## src/rtl/pe_ctrl_pkg.sv

```systemverilog
// Shared constants for the PE sequencer: default parameters and FSM state encoding.
package pe_ctrl_pkg;

    localparam int unsigned DEF_DATA_W     = 16;
    localparam int unsigned DEF_CNT_W      = 8;
    localparam int unsigned DEF_PE_LAT     = 3;
    localparam int unsigned DEF_FIFO_DEPTH = 4;

    localparam logic [2:0] ST_IDLE   = 3'd0;
    localparam logic [2:0] ST_LOAD   = 3'd1;
    localparam logic [2:0] ST_STREAM = 3'd2;
    localparam logic [2:0] ST_DRAIN  = 3'd3;
    localparam logic [2:0] ST_DONE   = 3'd4;

    // Every state other than IDLE counts as working on a job.
    function automatic logic is_busy(input logic [2:0] st);
        return (st != ST_IDLE);
    endfunction

endpackage

```

## src/rtl/pe_seq_ctrl_if.sv

```systemverilog
// Job, operand, PE-side and result signals of the PE sequencer.
interface pe_seq_ctrl_if
    import pe_ctrl_pkg::*;
#(
    parameter int unsigned DATA_W = DEF_DATA_W,
    parameter int unsigned CNT_W  = DEF_CNT_W
);
    logic              cfg_valid;
    logic              cfg_ready;
    logic [DATA_W-1:0] cfg_weight;
    logic [CNT_W-1:0]  cfg_count;

    logic              in_valid;
    logic              in_ready;
    logic [DATA_W-1:0] in_ifmap;
    logic [DATA_W-1:0] in_psum;

    logic              pe_load_en;
    logic [DATA_W-1:0] pe_weight;
    logic [DATA_W-1:0] pe_ifmap;
    logic [DATA_W-1:0] pe_psum;
    logic [DATA_W-1:0] pe_psum_out;

    logic              out_valid;
    logic              out_ready;
    logic [DATA_W-1:0] out_data;
    logic              out_last;

    logic              busy;
    logic              done;

    modport slave (
        input  cfg_valid, cfg_weight, cfg_count, in_valid, in_ifmap, in_psum,
               pe_psum_out, out_ready,
        output cfg_ready, in_ready, pe_load_en, pe_weight, pe_ifmap, pe_psum,
               out_valid, out_data, out_last, busy, done
    );

    modport master (
        output cfg_valid, cfg_weight, cfg_count, in_valid, in_ifmap, in_psum,
               pe_psum_out, out_ready,
        input  cfg_ready, in_ready, pe_load_en, pe_weight, pe_ifmap, pe_psum,
               out_valid, out_data, out_last, busy, done
    );

endinterface

```

## src/rtl/pe_seq_ctrl_result_fifo.sv

```systemverilog
// Synchronous result buffer; head reads as zero while empty.
module pe_result_fifo #(
    parameter int unsigned W     = 17,
    parameter int unsigned DEPTH = 4
) (
    input  logic                     clk,
    input  logic                     rst,
    input  logic                     push,
    input  logic [W-1:0]             push_data,
    input  logic                     pop,
    output logic [W-1:0]             head,
    output logic [$clog2(DEPTH):0]   count
);
    localparam int unsigned AW = $clog2(DEPTH);
    localparam int unsigned CW = AW + 1;

    logic [W-1:0]  mem [DEPTH];
    logic [AW-1:0] wr_ptr;
    logic [AW-1:0] rd_ptr;
    logic          pop_ok;

    assign pop_ok = pop && (count != '0);

    // Pointer and occupancy tracking; push and pop may coincide at any level.
    always_ff @(posedge clk or negedge rst) begin
        if (!rst) begin
            wr_ptr <= '0;
            rd_ptr <= '0;
            count  <= '0;
        end else begin
            if (push)   wr_ptr <= wr_ptr + AW'(1);
            if (pop_ok) rd_ptr <= rd_ptr + AW'(1);
            count <= count + CW'(push) - CW'(pop_ok);
        end
    end

    // Storage array, written only on push.
    always_ff @(posedge clk) begin
        if (push) mem[wr_ptr] <= push_data;
    end

    assign head = (count != '0) ? mem[rd_ptr] : '0;

endmodule

```

## src/rtl/pe_seq_ctrl.sv

```systemverilog
// Sequences one weight-stationary job through an external pe_fp16 with credit-based buffering.
module pe_seq_ctrl
    import pe_ctrl_pkg::*;
#(
    parameter int unsigned DATA_W     = DEF_DATA_W,
    parameter int unsigned CNT_W      = DEF_CNT_W,
    parameter int unsigned PE_LAT     = DEF_PE_LAT,
    parameter int unsigned FIFO_DEPTH = DEF_FIFO_DEPTH
) (
    input  logic          clk,
    input  logic          rst,
    pe_seq_ctrl_if.slave  bus
);
    localparam int unsigned UW = $clog2(FIFO_DEPTH) + 1;
    localparam int unsigned FW = DATA_W + 1;

    logic [2:0]        state, state_nxt;
    logic [CNT_W-1:0]  count_q, count_nxt;
    logic [CNT_W-1:0]  rem_q, rem_nxt;
    logic [CNT_W-1:0]  push_cnt_q, push_cnt_nxt;
    logic [UW-1:0]     used_q, used_nxt;
    logic [PE_LAT-1:0] tag_q, tag_nxt;
    logic              op_vld_q;
    logic [DATA_W-1:0] ifmap_q, ifmap_nxt;
    logic [DATA_W-1:0] psum_q, psum_nxt;
    logic [DATA_W-1:0] weight_q, weight_nxt;
    logic              cfg_ready_q, cfg_ready_nxt;
    logic              in_ready_q, in_ready_nxt;
    logic              load_en_q, load_en_nxt;
    logic              busy_q, busy_nxt;
    logic              done_q, done_nxt;

    logic              acc, cfg_acc, push, pop, fifo_ne, last_in;
    logic [FW-1:0]     fifo_head;
    logic [UW-1:0]     fifo_count;

    assign cfg_acc = bus.cfg_valid && cfg_ready_q;
    assign acc     = bus.in_valid && in_ready_q;
    assign push    = tag_q[PE_LAT-1];
    assign fifo_ne = (fifo_count != '0);
    assign pop     = fifo_ne && bus.out_ready;
    assign last_in = (push_cnt_q == count_q - CNT_W'(1));

    // Next-state and next-output decode; used_q tracks inflight plus buffered results.
    always_comb begin
        state_nxt    = state;
        count_nxt    = count_q;
        rem_nxt      = rem_q;
        push_cnt_nxt = push ? push_cnt_q + CNT_W'(1) : push_cnt_q;
        used_nxt     = used_q + UW'(acc) - UW'(pop);
        weight_nxt   = '0;
        tag_nxt[0]   = op_vld_q;
        for (int unsigned i = 1; i < PE_LAT; i++) tag_nxt[i] = tag_q[i-1];

        case (state)
            ST_IDLE: begin
                if (cfg_acc) begin
                    state_nxt    = ST_LOAD;
                    count_nxt    = bus.cfg_count;
                    rem_nxt      = bus.cfg_count;
                    push_cnt_nxt = '0;
                    weight_nxt   = bus.cfg_weight;
                end
            end
            ST_LOAD:   state_nxt = (rem_q != '0) ? ST_STREAM : ST_DRAIN;
            ST_STREAM: begin
                if (acc) begin
                    rem_nxt = rem_q - CNT_W'(1);
                    if (rem_q == CNT_W'(1)) state_nxt = ST_DRAIN;
                end
            end
            ST_DRAIN: begin
                if (count_q == '0) begin
                    if (!op_vld_q && (tag_q == '0)) state_nxt = ST_DONE;
                end else if (pop && fifo_head[DATA_W]) begin
                    state_nxt = ST_DONE;
                end
            end
            ST_DONE:   state_nxt = ST_IDLE;
            default:   state_nxt = ST_IDLE;
        endcase

        cfg_ready_nxt = (state_nxt == ST_IDLE);
        in_ready_nxt  = (state_nxt == ST_STREAM) && (used_nxt < UW'(FIFO_DEPTH));
        load_en_nxt   = (state_nxt == ST_LOAD);
        busy_nxt      = is_busy(state_nxt);
        done_nxt      = (state_nxt == ST_DONE);
        ifmap_nxt     = acc ? bus.in_ifmap : '0;
        psum_nxt      = acc ? bus.in_psum : '0;
    end

    // State, counters, issue pipeline and registered outputs.
    always_ff @(posedge clk or negedge rst) begin
        if (!rst) begin
            state       <= ST_IDLE;
            count_q     <= '0;
            rem_q       <= '0;
            push_cnt_q  <= '0;
            used_q      <= '0;
            tag_q       <= '0;
            op_vld_q    <= 1'b0;
            ifmap_q     <= '0;
            psum_q      <= '0;
            weight_q    <= '0;
            cfg_ready_q <= 1'b0;
            in_ready_q  <= 1'b0;
            load_en_q   <= 1'b0;
            busy_q      <= 1'b0;
            done_q      <= 1'b0;
        end else begin
            state       <= state_nxt;
            count_q     <= count_nxt;
            rem_q       <= rem_nxt;
            push_cnt_q  <= push_cnt_nxt;
            used_q      <= used_nxt;
            tag_q       <= tag_nxt;
            op_vld_q    <= acc;
            ifmap_q     <= ifmap_nxt;
            psum_q      <= psum_nxt;
            weight_q    <= weight_nxt;
            cfg_ready_q <= cfg_ready_nxt;
            in_ready_q  <= in_ready_nxt;
            load_en_q   <= load_en_nxt;
            busy_q      <= busy_nxt;
            done_q      <= done_nxt;
        end
    end

    pe_result_fifo #(.W(FW), .DEPTH(FIFO_DEPTH)) u_fifo (
        .clk       (clk),
        .rst       (rst),
        .push      (push),
        .push_data ({last_in, bus.pe_psum_out}),
        .pop       (pop),
        .head      (fifo_head),
        .count     (fifo_count)
    );

    assign bus.cfg_ready  = cfg_ready_q;
    assign bus.in_ready   = in_ready_q;
    assign bus.pe_load_en = load_en_q;
    assign bus.pe_weight  = weight_q;
    assign bus.pe_ifmap   = ifmap_q;
    assign bus.pe_psum    = psum_q;
    assign bus.out_valid  = fifo_ne;
    assign bus.out_data   = fifo_head[DATA_W-1:0];
    assign bus.out_last   = fifo_head[DATA_W];
    assign bus.busy       = busy_q;
    assign bus.done       = done_q;

endmodule

```

## src/flat_wrapper.sv

```systemverilog
// flat-port wrapper written by rule: the top's interface ports become plain ports
module pe_seq_ctrl_flat import pe_ctrl_pkg::*;
#(
    parameter int unsigned DATA_W     = DEF_DATA_W,
    parameter int unsigned CNT_W      = DEF_CNT_W,
    parameter int unsigned PE_LAT     = DEF_PE_LAT,
    parameter int unsigned FIFO_DEPTH = DEF_FIFO_DEPTH
)
  (clk, rst, bus_cfg_valid, bus_cfg_weight, bus_cfg_count, bus_in_valid, bus_in_ifmap, bus_in_psum, bus_pe_psum_out, bus_out_ready, bus_cfg_ready, bus_in_ready, bus_pe_load_en, bus_pe_weight, bus_pe_ifmap, bus_pe_psum, bus_out_valid, bus_out_data, bus_out_last, bus_busy, bus_done);
  pe_seq_ctrl_if #(.DATA_W(DATA_W), .CNT_W(CNT_W)) bus_i ();
  input  logic clk;
  input  logic rst;
  input wire logic [$bits(bus_i.cfg_valid)-1:0] bus_cfg_valid;
  input wire logic [$bits(bus_i.cfg_weight)-1:0] bus_cfg_weight;
  input wire logic [$bits(bus_i.cfg_count)-1:0] bus_cfg_count;
  input wire logic [$bits(bus_i.in_valid)-1:0] bus_in_valid;
  input wire logic [$bits(bus_i.in_ifmap)-1:0] bus_in_ifmap;
  input wire logic [$bits(bus_i.in_psum)-1:0] bus_in_psum;
  input wire logic [$bits(bus_i.pe_psum_out)-1:0] bus_pe_psum_out;
  input wire logic [$bits(bus_i.out_ready)-1:0] bus_out_ready;
  output wire logic [$bits(bus_i.cfg_ready)-1:0] bus_cfg_ready;
  output wire logic [$bits(bus_i.in_ready)-1:0] bus_in_ready;
  output wire logic [$bits(bus_i.pe_load_en)-1:0] bus_pe_load_en;
  output wire logic [$bits(bus_i.pe_weight)-1:0] bus_pe_weight;
  output wire logic [$bits(bus_i.pe_ifmap)-1:0] bus_pe_ifmap;
  output wire logic [$bits(bus_i.pe_psum)-1:0] bus_pe_psum;
  output wire logic [$bits(bus_i.out_valid)-1:0] bus_out_valid;
  output wire logic [$bits(bus_i.out_data)-1:0] bus_out_data;
  output wire logic [$bits(bus_i.out_last)-1:0] bus_out_last;
  output wire logic [$bits(bus_i.busy)-1:0] bus_busy;
  output wire logic [$bits(bus_i.done)-1:0] bus_done;
  assign bus_i.cfg_valid = bus_cfg_valid;
  assign bus_i.cfg_weight = bus_cfg_weight;
  assign bus_i.cfg_count = bus_cfg_count;
  assign bus_i.in_valid = bus_in_valid;
  assign bus_i.in_ifmap = bus_in_ifmap;
  assign bus_i.in_psum = bus_in_psum;
  assign bus_i.pe_psum_out = bus_pe_psum_out;
  assign bus_i.out_ready = bus_out_ready;
  assign bus_cfg_ready = bus_i.cfg_ready;
  assign bus_in_ready = bus_i.in_ready;
  assign bus_pe_load_en = bus_i.pe_load_en;
  assign bus_pe_weight = bus_i.pe_weight;
  assign bus_pe_ifmap = bus_i.pe_ifmap;
  assign bus_pe_psum = bus_i.pe_psum;
  assign bus_out_valid = bus_i.out_valid;
  assign bus_out_data = bus_i.out_data;
  assign bus_out_last = bus_i.out_last;
  assign bus_busy = bus_i.busy;
  assign bus_done = bus_i.done;
  pe_seq_ctrl #(.DATA_W(DATA_W), .CNT_W(CNT_W), .PE_LAT(PE_LAT), .FIFO_DEPTH(FIFO_DEPTH)) u_core (.clk(clk), .rst(rst), .bus(bus_i));
endmodule
```

## config.mk

```make
export PLATFORM = sky130hd
export DESIGN_NAME = pe_seq_ctrl_flat
export DESIGN_NICKNAME = d
export VERILOG_FILES = /design/src/rtl/pe_ctrl_pkg.sv /design/src/rtl/pe_seq_ctrl_if.sv /design/src/rtl/pe_seq_ctrl_result_fifo.sv /design/src/rtl/pe_seq_ctrl.sv /design/src/flat_wrapper.sv
export SDC_FILE = /design/constraint.sdc
export NUM_CORES = 1
export LEC_CHECK = 0
export CAP_MARGIN = 15
export CORE_AREA = 2 2 100 141
export DETAILED_ROUTE_END_ITERATION = 7
export DIE_AREA = 0 0 102 143
export MAX_ROUTING_LAYER = met4
export PLACE_DENSITY = 0.82
export SLEW_MARGIN = 20
export SYNTH_ARGS = -nofsm -noshare
export SYNTH_HDL_FRONTEND = slang
export SYNTH_SLANG_ARGS = --single-unit
```

## constraint.sdc

```tcl
create_clock -name clk -period 4 [get_ports clk]
set_input_delay 0.8 -clock clk [delete_from_list [all_inputs] [get_ports clk]]
set_output_delay 0.8 -clock clk [all_outputs]
set_load 0.05 [all_outputs]
```

== Yosys cells after proc, flatten, opt, wreduce, memory -nomap -nowiden ==
Memory sizes are Yosys's and may differ from the RTL's.
Index checks and enable logic that the tools add are counted.
Storage, ports and cells
  input port bits: 77
  RAM bits: 68
  memories kept: 1
  bits in registers: 94
Memory list
  u_core.u_fifo.mem: words 4, bits a word 17, rd ports 1, clocked after memory_dff 0, wr ports 1, RTL line pe_seq_ctrl_result_fifo.sv:17  | logic [W-1:0] mem [DEPTH];
Cells by class
  reduce and logical (&&, ||, !) cells: 18
  $add $sub $neg: 9
  multiplexer cells: 21
  equal/unequal tests: 10
  $lt $le $gt $ge: 1
Operators with widths (count)
  2-to-1 mux 16 bit: 4
  2-to-1 mux 8 bit: 5
  2-to-1 mux 3 bit: 6
  2-to-1 mux 17 bit: 1
  case mux 8 bit (2 select lines): 1
  subtractor 8 x 1 -> 8 bit, second input constant: 2
  case mux 3 bit (4 select lines): 1
  equality test 3 x 2 -> 1 bit, second input constant: 3
  logical NOT 3 bit: 3
  adder 8 x 1 -> 8 bit, second input constant: 1
  equality test 8 x 1 -> 1 bit, second input constant: 1
  equality test 8 bit: 1
  logical NOT 8 bit: 1
  nonzero test 8 bit: 1
  logical AND 1 bit: 7
  adder 3 x 1 -> 3 bit: 2
  equality test 3 x 1 -> 1 bit, second input constant: 2
  nonzero test 3 bit: 2
  subtractor 3 x 1 -> 3 bit: 2
  adder 2 x 1 -> 2 bit, second input constant: 2
  inequality test 2 x 1 -> 1 bit, second input constant: 2
  equality test 3 bit, second input constant: 1
  < comparator 3 bit, second input constant: 1
  2-to-1 mux 1 bit: 3
  4 further kinds: 4

== Logic depth before layout (Yosys ltp) ==
  depth in word-level cells: 8
  mapped depth: 10
  mapped depth without buffers: 9

== By module ==
From an unflattened synthesis, not the netlist that was laid out.
Unflattened totals
  cell total of the unflattened synthesis: 444
  area total of the unflattened synthesis: 6658.9 um^2
Modules (own cells, without submodules)
  pe_seq_ctrl: cells an instance 302, area an instance 3652.3 um^2, times used 1
  pe_result_fifo: cells an instance 142, area an instance 3006.6 um^2, times used 1

== Worst setup path before layout ==
Ideal clock, no wire load.
  kind: flip-flop to flip-flop
  start point: register u_core.u_fifo.count[1]
  end point: register u_core.in_ready_q, in the netlist u_core.bus.in_ready
  cell stages (with the launch flop): 11
  slack: 1.400 ns
  setup time: 0.101 ns
  data arrival time: 2.499 ns
  cell sequence: dfrtp_1 > or3_1 > clkbuf_1 > and2_1 > ha_1 > inv_1 > ha_1 > fa_1 > xor2_1 > xnor2_1 > nor4_1
On the way
  elaborated cells between the ends (all ways): 11
  those cells by class: 1 x add/sub; 1 x order compare; 1 x eq/ne; 4 x mux; 4 x reduce/logical
RTL lines
  from (decl): RTL line pe_seq_ctrl_result_fifo.sv:12  | output logic [$clog2(DEPTH):0] count
  from (signal assigned): RTL line pe_seq_ctrl_result_fifo.sv:33  | count <= count + CW'(push) - CW'(pop_ok);
  nonzero test 3 bit: RTL line pe_seq_ctrl.sv:40  | assign fifo_ne = (fifo_count != '0);
  logical AND 1 bit: RTL line pe_seq_ctrl.sv:41  | assign pop = fifo_ne && bus.out_ready;
  subtractor 3 x 1 -> 3 bit: RTL line pe_seq_ctrl.sv:50  | used_nxt = used_q + UW'(acc) - UW'(pop);
  via u_core.used_nxt[2]: RTL line pe_seq_ctrl.sv:21  | logic [UW-1:0] used_q, used_nxt;
  < comparator 3 bit: RTL line pe_seq_ctrl.sv:84  | in_ready_nxt = (state_nxt == ST_STREAM) && (used_nxt < UW'(FIFO_DEPTH));
  logical AND 1 bit: RTL line pe_seq_ctrl.sv:84
  via u_core.in_ready_nxt: RTL line pe_seq_ctrl.sv:28  | logic in_ready_q, in_ready_nxt;
  to (signal assigned): RTL line pe_seq_ctrl.sv:122  | in_ready_q <= in_ready_nxt;
  to (decl): RTL line pe_seq_ctrl.sv:28
The timed path passes the listed nets, and every way through them passes these cells.
A chain may end at the register's enable or synchronous reset.

== Final worst setup path ==
  start point: register u_core.u_fifo.rd_ptr[0]
  end point: output bus_out_data[5]
On the way
  word-level cells in the longest chain between the ends: 2
Ends and longest elaborated chain
  from (decl): RTL line pe_seq_ctrl_result_fifo.sv:19  | logic [AW-1:0] rd_ptr;
  from (signal assigned): RTL line pe_seq_ctrl_result_fifo.sv:32  | if (pop_ok) rd_ptr <= rd_ptr + AW'(1);
  memory read (4 x 17 bit)
  2-to-1 mux 17 bit: RTL line pe_seq_ctrl_result_fifo.sv:42  | assign head = (count != '0) ? mem[rd_ptr] : '0;
  to (decl): RTL line flat_wrapper.sv:28  | output wire logic [$bits(bus_i.out_data)-1:0] bus_out_data;
Every way passes these cells.

==> impl_metrics.toml <==
[sta]
hold_viol = 0
setup_viol = 0
fin_setup_tns_ns = 0
max_freq_ghz = 0.277
hold_ws_ns = 0.370
finClkSkew_ns = 0.00783
tightest_slew_ns = 0.878
max-slew-margin-rel = 0.415
rsz0062_at_grt = "no"
finalCritPeriodShare = 0.901
period_minus_slack_ns = 3.60
final_max_slew_viol_count = 0

[die]
die_area_um2 = 14600
die_w_um = 102
placement_rows = 50
dieHeight_um = 143
core_region_area_um2 = 13300
start_util = 0.495
io_pins = 148

[critical_path]
worstPathCellList = "buf_4 > mux4_2 > and2_1 > clkdlybuf4s50_1"
crit_arrival_ns = 2.80
r2r_cells = 9
r2r_setup_slack_ns = 0.96
critPathLaunchType = "flop"
rr_endpoint = "u_core.bus.in_ready$_DFF_PN0_"
r2r-start = "u_core.u_fifo.count[1]$_DFF_PN0_"
slowest_delay_ns = 0.69
crit_type = "reg2out"
end_kind = "output pin"
required_ns = 3.20
cp_max_fo = 12
slowest_stage = "clkdlybuf4s50_1"

[detailed_routing]
drt_iter0_drc = 198
wl_per_cell_um = 17.3
firstDrtPassIters = 6
routed_wl_um = 13600
drc = 0
viasPerCell = 5.22
num_vias = 4115
ant_nets = 0

[cells_and_area]
layout.cells.non_filler = 789
drive_gt1_frac = 0.104
nets = 686
fill_cells = 983
final_util = 0.661
antenna_cells = 0
syn_to_final_growth_pct = 33.5

[synthesis]
syn_nets = 539
synth_edf_count = 68
yosysTopAreaCell = "dfrtp_1"
async_flop_share = 0.580
ys_seq_area_frac = 0.669
netlist_area_um2 = 6570
synth_cell_types = 50
yosys_register_bits = 162
synth-main-ff-cell = "dfrtp_1"
synth_area_leaders = "dfrtp_1 36%, edfxtp_1 31%, mux4_2 5.8%, and2_1 3.7%, and3_1 3.1%"
syn_inst = 447
syn_area_per_cell_um2 = 14.7
yosys_warnings = 0
synth_top_cell_area_share = 0.358

[clocking]
cts_made_buffers = 17
clk_latency_ns = 0.42
cts_hold_buf = 0
cts_tree = "done"
clk_pin_slew_ns = 0.06
cts-htree-levels = 4
root_buffer = "clkbuf_16"
postCtsSetupRepairBufs = 0
cts_sinks = 162
cts_resized = 0
clk_path_buf_depth = 2

[place]
port_buffers = 147
dp_hpwl_um = 9390
place_congestion = 0.809
dpl.cell_count = 757

[power]
power.total_mw = 6.55
p_seq_frac = 0.366
switching_share = 0.373
irDropWorstVdd_mv = 0.372
p_per_area_nw_per_um2 = 747
power_frac_comb = 0.387
p_sw_mw = 2.44
p_clk_frac = 0.247
internal-power_mw = 4.10
p_leak_nw = 3.58

[global_routing]
grt_pass1_vias = 4308
grt_pass1_wl_um = 21400
antenna_found_initial = 0
grt_overflow_total = 0
grt_start_max_net_pins = 66
track_usage = 0.201

[worst_hold_path]
min_from = "u_core.tag_q[0]$_DFF_PN0_"
whs_path_depth = 0
hold_end = "u_core.tag_q[1]$_DFF_PN0_"
holdCritPathClass = "reg2reg"

[status]
status = "finished, final reports clean"

[job]
max_cap_viol_count = 0
-- sequential cells by signal, summed over array words and instances, names as in the netlist, 8 cells and up --
name                  cells
u_core.bus.pe_weight     16
u_core.push_cnt_q         8
u_core.bus.pe_ifmap      16
u_core.rem_q              8
u_core.u_fifo.mem        68
u_core.count_q            8
u_core.bus.pe_psum       16
-- layout by cell type (no fill, tap or decap), drive strengths merged, types with 13 or more instances in the layout --
| cell | instances |
|---|---|
| and2 | 39 |
| and3 | 33 |
| clkbuf | 18 |
| clkdlybuf4s50 | 146 |
| dfrtp | 94 |
| edfxtp | 68 |
| ha | 13 |
| inv | 16 |
| mux4 | 17 |
| nor2 | 17 |
| o21ai | 16 |
-- per-layer routing --
metal,track usage,part of all wire
met1,0.216,0.37
met2,0.359,0.58
met3,0.0494,0.037
met4,0.0632,0.016
met5,-,0
-- worst max-delay path, delay by kind of cell, from the launching register on --
kind	cells	cell delay, ns
muxes	1	0.54
buffers and inverters	2	1.04
DFF	1	0.63
and+or+nand+nor	1	0.17
-- synthesized netlist by cell type, drive strengths merged, types with 3 or more instances --
master	count
a21oi	10
and2	39
and3	33
buf	11
clkbuf	12
dfrtp	94
edfxtp	68
ha	13
inv	15
mux2	6
mux4	17
nand2	8
nand2b	4
nand3	5
nor2	17
nor2b	3
nor3	7
nor3b	5
nor4	4
o21ai	16
o21bai	3
or3	5
or4	3
xnor2	11
xor2	10
-- final cells by class --
cell class | instances | area (um^2) | share of cell area
Timing Repair Buffer | 151 | 1500 | 0.171
Clock inverter | 14 | 163 | 0.0186
Inverter | 15 | 56.3 | 0.00642
Tap cell | 182 | 228 | 0.0260
Clock buffer | 18 | 429 | 0.0490
Multi-Input combinational cell | 247 | 2000 | 0.228
Sequential cell | 162 | 4390 | 0.501
-- logic make-up after synthesis --
family | share of synthesized area
buffers and inverters | 0.0265
AO/OA/AOI/OAI | 0.0408
AND/OR/NAND/NOR | 0.133
adder cells (fa/ha/maj) | 0.0309
multiplexers | 0.0716
flip-flops | 0.669
XOR/XNOR | 0.0280
-- worst max path at each step --
stage / from / to / cells after the start
6_report: u_core.u_fifo.rd_ptr[0]$_DFFE_PN0P_ / bus_out_data[5] / 4
4_1_cts: u_core.u_fifo.rd_ptr[0]$_DFFE_PN0P_ / bus_out_data[5] / 4
3_3_place_gp: u_core.u_fifo.rd_ptr[0]$_DFFE_PN0P_ / bus_out_data[3] / 4
3_5_place_dp: u_core.u_fifo.rd_ptr[0]$_DFFE_PN0P_ / bus_out_data[5] / 4
2_1_floorplan: u_core.u_fifo.count[1]$_DFF_PN0_ / u_core.bus.in_ready$_DFF_PN0_ / 10
5_1_grt: u_core.u_fifo.rd_ptr[0]$_DFFE_PN0P_ / bus_out_data[5] / 4
-- power groups by stage --
| stage | Sequential, mW | Combinational [mW] | Clock [mW] |
|---|---|---|---|
| 6_report | 2.40 | 2.53 | 1.62 |
| 5_1_grt | 2.44 | 2.73 | 1.72 |
| 4_1_cts | 2.39 | 2.56 | 1.65 |
| 3_5_place_dp | 2.42 | 2.53 | 0 |
| 3_3_place_gp | 2.38 | 2.43 | 0 |
| 2_1_floorplan | 2.51 | 1.67 | 0 |
-- through the flow --
step | area (um^2) | setup slack (ns)
6_report | 8770 | 0.395
5_1_grt | 8770 | 0.263
4_1_cts | 8770 | 0.353
3_5_place_dp | 8180 | 0.792
3_3_place_gp | 8180 | 0.881
2_1_floorplan | 6570 | 1.40
Note: power is estimated with default switching activity, not from simulation.
